==> src/rtl/uart_pkg.sv <==
// rtl/uart_pkg.sv - shared types and constants for the configurable UART receiver
//
// Contents: rx_state_t (receiver FSM states), par_mode_t (parity encodings),
// rx_frame_t (one received frame as stored in the output FIFO), SYNC_STAGES,
// MAX_DATA_W and the 3-input majority helper maj3().
package uart_pkg;

    localparam int SYNC_STAGES = 2;

    // The frame struct is sized for the widest supported word; narrower
    // configurations zero-extend into it and only use the low bits.
    localparam int MAX_DATA_W = 9;

    typedef enum logic [2:0] {
        ST_IDLE,
        ST_START,
        ST_DATA,
        ST_PARITY,
        ST_STOP
    } rx_state_t;

    // 2'b11 is deliberately left unnamed: it behaves like PAR_NONE.
    typedef enum logic [1:0] {
        PAR_NONE = 2'b00,
        PAR_EVEN = 2'b01,
        PAR_ODD  = 2'b10
    } par_mode_t;

    typedef struct packed {
        logic                  brk;
        logic                  ferr;
        logic                  perr;
        logic [MAX_DATA_W-1:0] data;
    } rx_frame_t;

    function automatic logic maj3(input logic a, input logic b, input logic c);
        return (a & b) | (a & c) | (b & c);
    endfunction

endpackage

==> src/rtl/uart_rx_cfg_if.sv <==
// rtl/uart_rx_cfg_if.sv - received-frame stream between the UART receiver and its consumer
//
// Signals: m_data (frame data), m_perr/m_ferr/m_brk (frame status),
// m_valid (frame available), m_ready (consumer accepts; pop on valid&&ready).
// Modports: master = receiver side, slave = consumer side.
interface uart_rx_cfg_if #(
    parameter int DATA_W = 8
) ();

    logic [DATA_W-1:0] m_data;
    logic              m_perr;
    logic              m_ferr;
    logic              m_brk;
    logic              m_valid;
    logic              m_ready;

    modport master (
        output m_data,
        output m_perr,
        output m_ferr,
        output m_brk,
        output m_valid,
        input  m_ready
    );

    modport slave (
        input  m_data,
        input  m_perr,
        input  m_ferr,
        input  m_brk,
        input  m_valid,
        output m_ready
    );

endinterface

==> src/rtl/uart_rx_fifo.sv <==
// rtl/uart_rx_fifo.sv - synchronous FIFO of received frames
//
// Ports: clk, rst (async, active-high); wr_en/wr_data/full write side;
// rd_en/rd_data/empty read side (rd_data is the head entry, valid when !empty);
// level = number of entries held, 0..DEPTH.
// A write while full is accepted only when a read happens in the same cycle.
module uart_rx_fifo
    import uart_pkg::*;
#(
    parameter int DEPTH = 4
) (
    input  logic                     clk,
    input  logic                     rst,
    input  logic                     wr_en,
    input  rx_frame_t                wr_data,
    output logic                     full,
    input  logic                     rd_en,
    output rx_frame_t                rd_data,
    output logic                     empty,
    output logic [$clog2(DEPTH):0]   level
);

    localparam int PTR_W = $clog2(DEPTH);
    localparam logic [PTR_W:0] FULL_LVL = (PTR_W + 1)'(DEPTH);

    rx_frame_t        mem_q [DEPTH];
    logic [PTR_W-1:0] wr_ptr_q;
    logic [PTR_W-1:0] rd_ptr_q;
    logic [PTR_W:0]   level_q;
    logic             do_rd;
    logic             do_wr;

    assign empty   = (level_q == '0);
    assign full    = (level_q == FULL_LVL);
    assign do_rd   = rd_en && !empty;
    assign do_wr   = wr_en && (!full || do_rd);
    assign rd_data = mem_q[rd_ptr_q];
    assign level   = level_q;

    always_ff @(posedge clk) begin
        if (do_wr) begin
            mem_q[wr_ptr_q] <= wr_data;
        end
    end

    // Pointers are power-of-two wide, so natural overflow is the modulo wrap.
    always_ff @(posedge clk or posedge rst) begin
        if (rst) begin
            wr_ptr_q <= '0;
            rd_ptr_q <= '0;
            level_q  <= '0;
        end else begin
            if (do_wr) begin
                wr_ptr_q <= wr_ptr_q + 1'b1;
            end
            if (do_rd) begin
                rd_ptr_q <= rd_ptr_q + 1'b1;
            end
            if (do_wr && !do_rd) begin
                level_q <= level_q + 1'b1;
            end else if (do_rd && !do_wr) begin
                level_q <= level_q - 1'b1;
            end
        end
    end

endmodule

==> src/rtl/uart_rx_cfg.sv <==
// rtl/uart_rx_cfg.sv - UART receiver with runtime baud/parity/stop config and output FIFO
//
// Ports: clk, rst (async, active-high); rx serial input (async, idle high);
// baud_div (tick period = baud_div+1 clocks); par_mode (00/11 none, 01 even,
// 10 odd); stop2 (check two stop bits); m_if (master) frame stream with
// data and perr/ferr/brk status; fifo_level (entries held); overrun (sticky,
// frame dropped on full FIFO) with clr_ovr clear pulse; busy (FSM not IDLE).
module uart_rx_cfg
    import uart_pkg::*;
#(
    parameter int DATA_W     = 8,
    parameter int OVERSAMPLE = 16,
    parameter int DIV_W      = 16,
    parameter int FIFO_DEPTH = 4
) (
    input  logic                        clk,
    input  logic                        rst,
    input  logic                        rx,
    input  logic [DIV_W-1:0]            baud_div,
    input  logic [1:0]                  par_mode,
    input  logic                        stop2,
    uart_rx_cfg_if.master               m_if,
    output logic [$clog2(FIFO_DEPTH):0] fifo_level,
    output logic                        overrun,
    input  logic                        clr_ovr,
    output logic                        busy
);

    localparam int S_W = $clog2(OVERSAMPLE);
    localparam int B_W = $clog2(DATA_W);

    // Three samples straddle mid-bit; the vote is taken on the last of them.
    localparam logic [S_W-1:0] S_SAMP0 = S_W'(OVERSAMPLE / 2 - 1);
    localparam logic [S_W-1:0] S_SAMP1 = S_W'(OVERSAMPLE / 2);
    localparam logic [S_W-1:0] S_DEC   = S_W'(OVERSAMPLE / 2 + 1);
    localparam logic [S_W-1:0] S_LAST  = S_W'(OVERSAMPLE - 1);
    localparam logic [B_W-1:0] B_LAST  = B_W'(DATA_W - 1);

    // ------------------------------------------------------------------
    // Input synchroniser (resets to idle-high so no false start on exit)
    // ------------------------------------------------------------------
    logic [SYNC_STAGES-1:0] sync_q;
    logic                   rxs;

    always_ff @(posedge clk or posedge rst) begin
        if (rst) begin
            sync_q <= '1;
        end else begin
            sync_q <= {sync_q[SYNC_STAGES-2:0], rx};
        end
    end

    assign rxs = sync_q[SYNC_STAGES-1];

    // ------------------------------------------------------------------
    // Receiver state
    // ------------------------------------------------------------------
    rx_state_t        state_q;
    logic             armed_q;
    logic [S_W-1:0]   s_q;
    logic [B_W-1:0]   bit_idx_q;
    logic [DATA_W-1:0] shift_q;
    logic [1:0]       samp_q;
    logic [1:0]       par_q;
    logic             stop2_q;
    logic             second_q;
    logic             perr_q;
    logic             ferr_q;
    logic             par_bit_q;
    logic             wr_q;
    rx_frame_t        wr_frame_q;

    logic start_go;
    logic tick;
    logic maj;
    logic dec;
    logic last_tick;
    logic par_en;
    logic par_odd;
    logic ferr_fin;

    assign start_go  = (state_q == ST_IDLE) && armed_q && !rxs;
    assign maj       = maj3(samp_q[0], samp_q[1], rxs);
    assign dec       = tick && (s_q == S_DEC);
    assign last_tick = tick && (s_q == S_LAST);
    assign par_en    = (par_q == PAR_EVEN) || (par_q == PAR_ODD);
    assign par_odd   = (par_q == PAR_ODD);
    assign ferr_fin  = ferr_q | ~maj;

    // ------------------------------------------------------------------
    // Tick generator; restarted on the start edge so sampling phase is
    // referenced to the falling edge rather than a free-running count.
    // ------------------------------------------------------------------
    logic [DIV_W-1:0] tick_cnt_q;
    logic [DIV_W-1:0] tick_cnt_d;

    assign tick = (tick_cnt_q >= baud_div);

    always_comb begin
        tick_cnt_d = tick_cnt_q + 1'b1;
        if (start_go || tick) begin
            tick_cnt_d = '0;
        end
    end

    always_ff @(posedge clk or posedge rst) begin
        if (rst) begin
            tick_cnt_q <= '0;
        end else begin
            tick_cnt_q <= tick_cnt_d;
        end
    end

    // ------------------------------------------------------------------
    // Frame FSM
    // ------------------------------------------------------------------
    always_ff @(posedge clk or posedge rst) begin
        if (rst) begin
            state_q    <= ST_IDLE;
            armed_q    <= 1'b0;
            s_q        <= '0;
            bit_idx_q  <= '0;
            shift_q    <= '0;
            samp_q     <= '0;
            par_q      <= PAR_NONE;
            stop2_q    <= 1'b0;
            second_q   <= 1'b0;
            perr_q     <= 1'b0;
            ferr_q     <= 1'b0;
            par_bit_q  <= 1'b0;
            wr_q       <= 1'b0;
            wr_frame_q <= '0;
        end else begin
            wr_q <= 1'b0;

            // Bit-time counter and sample capture are common to all
            // in-frame states.
            if (state_q != ST_IDLE && tick) begin
                s_q <= (s_q == S_LAST) ? '0 : s_q + 1'b1;
                if (s_q == S_SAMP0) begin
                    samp_q[0] <= rxs;
                end
                if (s_q == S_SAMP1) begin
                    samp_q[1] <= rxs;
                end
            end

            case (state_q)
                ST_IDLE: begin
                    if (rxs) begin
                        armed_q <= 1'b1;
                    end
                    if (start_go) begin
                        // Config is frozen for the whole frame.
                        state_q   <= ST_START;
                        s_q       <= '0;
                        bit_idx_q <= '0;
                        par_q     <= par_mode;
                        stop2_q   <= stop2;
                        second_q  <= 1'b0;
                        perr_q    <= 1'b0;
                        ferr_q    <= 1'b0;
                        par_bit_q <= 1'b0;
                    end
                end

                ST_START: begin
                    if (dec && maj) begin
                        state_q <= ST_IDLE;
                        armed_q <= 1'b1;
                    end else if (last_tick) begin
                        state_q <= ST_DATA;
                    end
                end

                ST_DATA: begin
                    if (dec) begin
                        shift_q <= {maj, shift_q[DATA_W-1:1]};
                    end
                    if (last_tick) begin
                        if (bit_idx_q == B_LAST) begin
                            state_q <= par_en ? ST_PARITY : ST_STOP;
                        end else begin
                            bit_idx_q <= bit_idx_q + 1'b1;
                        end
                    end
                end

                ST_PARITY: begin
                    if (dec) begin
                        par_bit_q <= maj;
                        perr_q    <= ((^shift_q) ^ maj) != par_odd;
                    end
                    if (last_tick) begin
                        state_q <= ST_STOP;
                    end
                end

                ST_STOP: begin
                    if (dec) begin
                        if (stop2_q && !second_q) begin
                            // First of two stop bits; the second is voted one
                            // bit-time later as s_q keeps wrapping.
                            second_q <= 1'b1;
                            ferr_q   <= ferr_fin;
                        end else begin
                            wr_q            <= 1'b1;
                            wr_frame_q.data <= MAX_DATA_W'(shift_q);
                            wr_frame_q.perr <= perr_q;
                            wr_frame_q.ferr <= ferr_fin;
                            wr_frame_q.brk  <= ferr_fin && (shift_q == '0)
                                               && (!par_en || !par_bit_q);
                            state_q         <= ST_IDLE;
                            // A low stop bit leaves the line low: wait for
                            // it to return high before accepting a start.
                            armed_q         <= maj;
                        end
                    end
                end

                default: begin
                    state_q <= ST_IDLE;
                end
            endcase
        end
    end

    // ------------------------------------------------------------------
    // Output FIFO, overrun flag and stream outputs
    // ------------------------------------------------------------------
    logic      fifo_full;
    logic      fifo_empty;
    logic      pop;
    logic      overrun_q;
    rx_frame_t head;
    logic      unused_head_data;

    assign pop = m_if.m_ready && !fifo_empty;

    uart_rx_fifo #(
        .DEPTH (FIFO_DEPTH)
    ) u_fifo (
        .clk     (clk),
        .rst     (rst),
        .wr_en   (wr_q),
        .wr_data (wr_frame_q),
        .full    (fifo_full),
        .rd_en   (m_if.m_ready),
        .rd_data (head),
        .empty   (fifo_empty),
        .level   (fifo_level)
    );

    // Set has priority over clear so a drop is never lost.
    always_ff @(posedge clk or posedge rst) begin
        if (rst) begin
            overrun_q <= 1'b0;
        end else if (wr_q && fifo_full && !pop) begin
            overrun_q <= 1'b1;
        end else if (clr_ovr) begin
            overrun_q <= 1'b0;
        end
    end

    // Head fields are forced to 0 while empty so stale storage never shows.
    assign m_if.m_valid = !fifo_empty;
    assign m_if.m_data  = fifo_empty ? '0 : head.data[DATA_W-1:0];
    assign m_if.m_perr  = !fifo_empty && head.perr;
    assign m_if.m_ferr  = !fifo_empty && head.ferr;
    assign m_if.m_brk   = !fifo_empty && head.brk;

    assign unused_head_data = ^head.data;

    assign overrun = overrun_q;
    assign busy    = (state_q != ST_IDLE);

endmodule

==> src/flat_wrapper.sv <==
// flat-port wrapper written by rule: the top's interface ports become plain ports
module uart_rx_cfg_flat import uart_pkg::*;
#(
    parameter int DATA_W     = 8,
    parameter int OVERSAMPLE = 16,
    parameter int DIV_W      = 16,
    parameter int FIFO_DEPTH = 4
)
  (clk, rst, rx, baud_div, par_mode, stop2, fifo_level, overrun, clr_ovr, busy, m_if_m_data, m_if_m_perr, m_if_m_ferr, m_if_m_brk, m_if_m_valid, m_if_m_ready);
  uart_rx_cfg_if #(.DATA_W(DATA_W)) m_if_i ();
  input  logic clk;
  input  logic rst;
  input  logic rx;
  input  logic [DIV_W-1:0] baud_div;
  input  logic [1:0] par_mode;
  input  logic stop2;
  output logic [$clog2(FIFO_DEPTH):0] fifo_level;
  output logic overrun;
  input  logic clr_ovr;
  output logic busy;
  output wire logic [$bits(m_if_i.m_data)-1:0] m_if_m_data;
  output wire logic [$bits(m_if_i.m_perr)-1:0] m_if_m_perr;
  output wire logic [$bits(m_if_i.m_ferr)-1:0] m_if_m_ferr;
  output wire logic [$bits(m_if_i.m_brk)-1:0] m_if_m_brk;
  output wire logic [$bits(m_if_i.m_valid)-1:0] m_if_m_valid;
  input wire logic [$bits(m_if_i.m_ready)-1:0] m_if_m_ready;
  assign m_if_m_data = m_if_i.m_data;
  assign m_if_m_perr = m_if_i.m_perr;
  assign m_if_m_ferr = m_if_i.m_ferr;
  assign m_if_m_brk = m_if_i.m_brk;
  assign m_if_m_valid = m_if_i.m_valid;
  assign m_if_i.m_ready = m_if_m_ready;
  uart_rx_cfg #(.DATA_W(DATA_W), .OVERSAMPLE(OVERSAMPLE), .DIV_W(DIV_W), .FIFO_DEPTH(FIFO_DEPTH)) u_core (.clk(clk), .rst(rst), .rx(rx), .baud_div(baud_div), .par_mode(par_mode), .stop2(stop2), .m_if(m_if_i), .fifo_level(fifo_level), .overrun(overrun), .clr_ovr(clr_ovr), .busy(busy));
endmodule
==> config.mk <==
export PLATFORM = sky130hd
export DESIGN_NAME = uart_rx_cfg_flat
export DESIGN_NICKNAME = d
export VERILOG_FILES = /design/src/rtl/uart_pkg.sv /design/src/rtl/uart_rx_cfg_if.sv /design/src/rtl/uart_rx_fifo.sv /design/src/rtl/uart_rx_cfg.sv /design/src/flat_wrapper.sv
export SDC_FILE = /design/constraint.sdc
export NUM_CORES = 1
export LEC_CHECK = 0
export BUFFER_PORTS_ARGS = -buffer_cell sky130_fd_sc_hd__buf_2
export CORE_MARGIN = 2
export CORE_UTILIZATION = 41
export CTS_BUF_LIST = sky130_fd_sc_hd__clkbuf_2
export CTS_CLUSTER_SIZE = 28
export DETAILED_ROUTE_END_ITERATION = 10
export PLACE_DENSITY_LB_ADDON = 0.3
export SLEW_MARGIN = 20
export SYNTH_ARGS = -nofsm -noshare
export SYNTH_HDL_FRONTEND = slang
export SYNTH_SLANG_ARGS = --single-unit
==> constraint.sdc <==
create_clock -name clk -period 5.8 [get_ports clk]
set_clock_uncertainty 0.05 [all_clocks]
set_input_delay 1.16 -clock clk [delete_from_list [all_inputs] [get_ports clk]]
set_output_delay 1.16 -clock clk [all_outputs]
set_load 0.005 [all_outputs]
==> qor.yml <==
run_status:
  status: "finished clean"
place:
  numPortBuffers: 40
  gp_congestion: 0.774
  dp.cells: 622
  dpl.hpwl_um: 6450
pwr:
  p_comb_share_pct: 22.5
  switching_share_pct: 31.1
  p_sw_uw: 503
  sequentialPowerShare_pct: 57.7
  report.power.total_mw: 1.62
  clockPowerShare_pct: 19.8
  p_per_area_nw_per_um2: 281
  vdd_drop_max_mv: 0.135
  leakage_nw: 2.59
  power.internal_mw: 1.12
critical_path:
  critPathTopFamily: "flip-flops"
  arrival_ns: 2.39
  crit_required_ns: 4.59
  start_kind: "flip-flop"
  path_class: "flip-flop to output pin"
  path_depth: 3
  worst-path-max-fanout: 13
  max_stage_delay_ns: 0.91
  cpMaxStageDelayCell: "dfrtp_1"
  reg2reg_depth: 6
  end_kind: "output pin"
  crit_path_cell_trace: "mux4_2 > and2_1 > buf_2"
  critPathBufInv: 1
yosys:
  synth_top_family_by_area: "simple AND/OR/NAND/NOR gates"
  synth_area_leaders: "dfrtp_1, edfxtp_1, ha_1"
  synth-compound-area-share_pct: 4.75
  yosys.area_share.simple_pct: 12.4
  synth_edf_count: 44
  synthCells: 418
  ys.flop_type: "dfrtp_1"
  ys_types: 54
  synthMuxAreaShare_pct: 10.7
  synth_fa_ha_area_share_pct: 7.99
  yosys_warnings: 0
  yosys.area.top_type: "dfrtp_1"
  ys_ff_latch: 110
  syn_area_per_cell_um2: 12.6
  synthArstFlopShare_pct: 60.0
  yosysSeqAreaShare_pct: 56.5
  synth_nets: 475
  synth_xor_area_share_pct: 4.16
  synth_top_area_share_pct: 30.4
  syn_area_um2: 5260
die:
  coreArea_um2: 12600
  start_util_pct: 41.9
  die_y_um: 117
  rows: 41
  die_area_um2: 13800
  die_x_um: 117
  ios: 41
clock_network:
  cts_max_level: 3
  insertion_delay_ns: 0.59
  cts_tree: "yes"
  clkTransAtPathRegs_ns: 0.30
  root_buffer: "clkbuf_2"
  clock-sinks: 110
  cts_hold_buf: 0
  clock_path_buffers: 2
  post_cts_resized: 0
  cts_inserted_buffers: 9
  postCtsSetupRepairBufs: 0
finish:
  nNetsFinal: 518
  final_cells: 638
  drive_above_1_share_pct: 19.1
  fin_util_pct: 45.8
  syn_to_final_growth_pct: 9.39
  n_antenna_cell: 0
global_routing:
  grt.overflow.total: 0
  grt_start_max_net_pins: 67
  antenna_found_initial: 0
  gr-usage-all-layers_pct: 14.2
  grt_pass1_vias: 3220
  grt_pass1_wl_um: 15900
routing:
  drtIter0Drc: 209
  first_pass_iters: 6
  num_vias: 3134
  drc: 0
  wl_per_cell_um: 14.1
  drtAntennaViolNets: 0
  vias_per_cell: 4.91
  wirelength_um: 9020
flow_run:
  drv_cap: 0
min_path:
  holdPathStages: 0
  hold_path.class: "flip-flop to flip-flop"
timing:
  finalHoldViolCount: 0
  worst-slew-pin-transition_ns: 0.935
  max_freq_ghz: 0.277
  rsz0062_at_grt: "no"
  maxSlewViolCount: 0
  finalCritPeriodShare_pct: 62.2
  tns_ns: 0
  fin_crit_ns: 3.60
  maxSlewHeadroom_pct: 37.1
  setup_viol: 0
cell families after synthesis:
kind of cell | count (synthesis)
and+or+nand+nor | 126
DFF | 110
buffers and inverters | 48
muxes | 41
AOI/OAI and AO/OA | 35
adders and majority gates | 33
xor gates and xnor gates | 25
placed cells by master, fill, tap and decap left out, types with 2 or more instances in the layout:
| cell type | Yosys | routed |
|---|---|---|
| nor2_1 | 32 | 32 |
| clkinv_1 | 0 | 2 |
| and4b_1 | 2 | 2 |
| nand2_1 | 33 | 33 |
| mux2i_1 | 16 | 16 |
| edfxtp_1 | 44 | 44 |
| or3_1 | 2 | 2 |
| xor2_1 | 11 | 11 |
| a21o_1 | 2 | 2 |
| a21oi_1 | 8 | 8 |
| nand4_1 | 4 | 4 |
| mux2_2 | 9 | 9 |
| mux2_1 | 5 | 5 |
| o21ai_0 | 7 | 7 |
| and2_1 | 15 | 15 |
| o21a_1 | 2 | 2 |
| buf_2 | 1 | 40 |
| clkbuf_2 | 0 | 9 |
| a211oi_1 | 2 | 2 |
| inv_1 | 39 | 38 |
| inv_8 | 0 | 2 |
| nor2b_1 | 4 | 4 |
| mux4_2 | 11 | 11 |
| dfstp_2 | 2 | 2 |
| dfrtp_1 | 64 | 64 |
| and3_1 | 5 | 5 |
| nand3_1 | 7 | 7 |
| nand2b_1 | 3 | 3 |
| xnor2_1 | 14 | 14 |
| a21oi_2 | 2 | 2 |
| nor3_1 | 9 | 9 |
| clkinv_4 | 0 | 3 |
| ha_1 | 32 | 32 |
cell usage after synthesis, drive strengths merged, types with 3 or more instances:
library cell / instances
nor2: 32
nand4: 5
mux4: 11
buf: 3
xnor2: 14
mux2: 14
o21ai: 7
inv: 39
dfrtp: 64
xor2: 11
clkbuf: 6
and3: 5
nand2b: 3
nor4: 3
nand2: 33
nor2b: 4
ha: 32
mux2i: 16
edfxtp: 44
a21oi: 10
and2: 16
nand3: 7
nor3: 9
area by class of cell:
| type | count | area, um^2 |
|---|---|---|
| Sequential cell | 110 | 2980 |
| Multi-Input combinational cell | 260 | 2110 |
| Tap cell | 172 | 215 |
| Clock buffer | 9 | 45.0 |
| Timing Repair Buffer | 41 | 208 |
| Fill cell | 1156 | 6810 |
| Inverter | 39 | 146 |
| Clock inverter | 7 | 56.3 |
power by group through the flow:
stage | clock network, mW | logic (mW) | registers (mW)
2_1_floorplan | 0 | 0.296 | 0.899
3_3_place_gp | 0 | 0.366 | 0.952
3_5_place_dp | 0 | 0.372 | 0.953
4_1_cts | 0.334 | 0.373 | 0.938
5_1_grt | 0.367 | 0.412 | 0.950
6_report | 0.320 | 0.365 | 0.934
worst paths after layout:
| kind | from | end | slack [ns] |
|---|---|---|---|
| setup / recovery | u_core.u_fifo.rd_ptr_q[0]$_DFFE_PP0P_ | m_if_m_data[6] | 2.20 |
| hold / removal | u_core.sync_q[0]$_DFF_PP1_ | u_core.sync_q[1]$_DFF_PP1_ | 0.33 |
| setup reg to reg | u_core.tick_cnt_q[12]$_DFF_PP0_ | u_core.wr_frame_q[9]$_DFFE_PP0P_ | 2.75 |
| hold reg to reg | u_core.sync_q[0]$_DFF_PP1_ | u_core.sync_q[1]$_DFF_PP1_ | 0.33 |
| max in group asynchronous | rst | u_core.tick_cnt_q[5]$_DFF_PP0_ | 4.46 |
| min in group asynchronous | rst | u_core.u_fifo.level[1]$_DFFE_PP0P_ | 0.71 |
routing by layer:
metal | up-vias | GRT usage, % | wire length [um]
met5 | - | 0 | 0
met4 | 0 | 4.22 | 153
met3 | 12 | 3.21 | 290
met2 | 54 | 23.8 | 4440
met1 | 1519 | 18.5 | 4130
li1 | 1549 | - | -
metrics by stage:
step	hold slack, ns	worst slack [ns]	area, um^2
after floorplan	0.295	2.26	5260
after global placement	0.296	1.97	5650
after detailed placement	0.298	1.89	5660
after CTS	0.328	2.09	5760
after global routing	0.338	1.96	5760
final	0.328	2.20	5760
registers in the layout (all words and copies together), names as in the netlist, 3 cells and up:
signal               count
u_core.u_fifo.mem_q     44
u_core.tick_cnt_q       16
u_core.wr_frame_q       11
u_core.shift_q           8
u_core.s_q               4
u_core.bit_idx_q         3
u_core.state_q           3
u_core.u_fifo.level      3
Power figures use the tool's default switching activity.
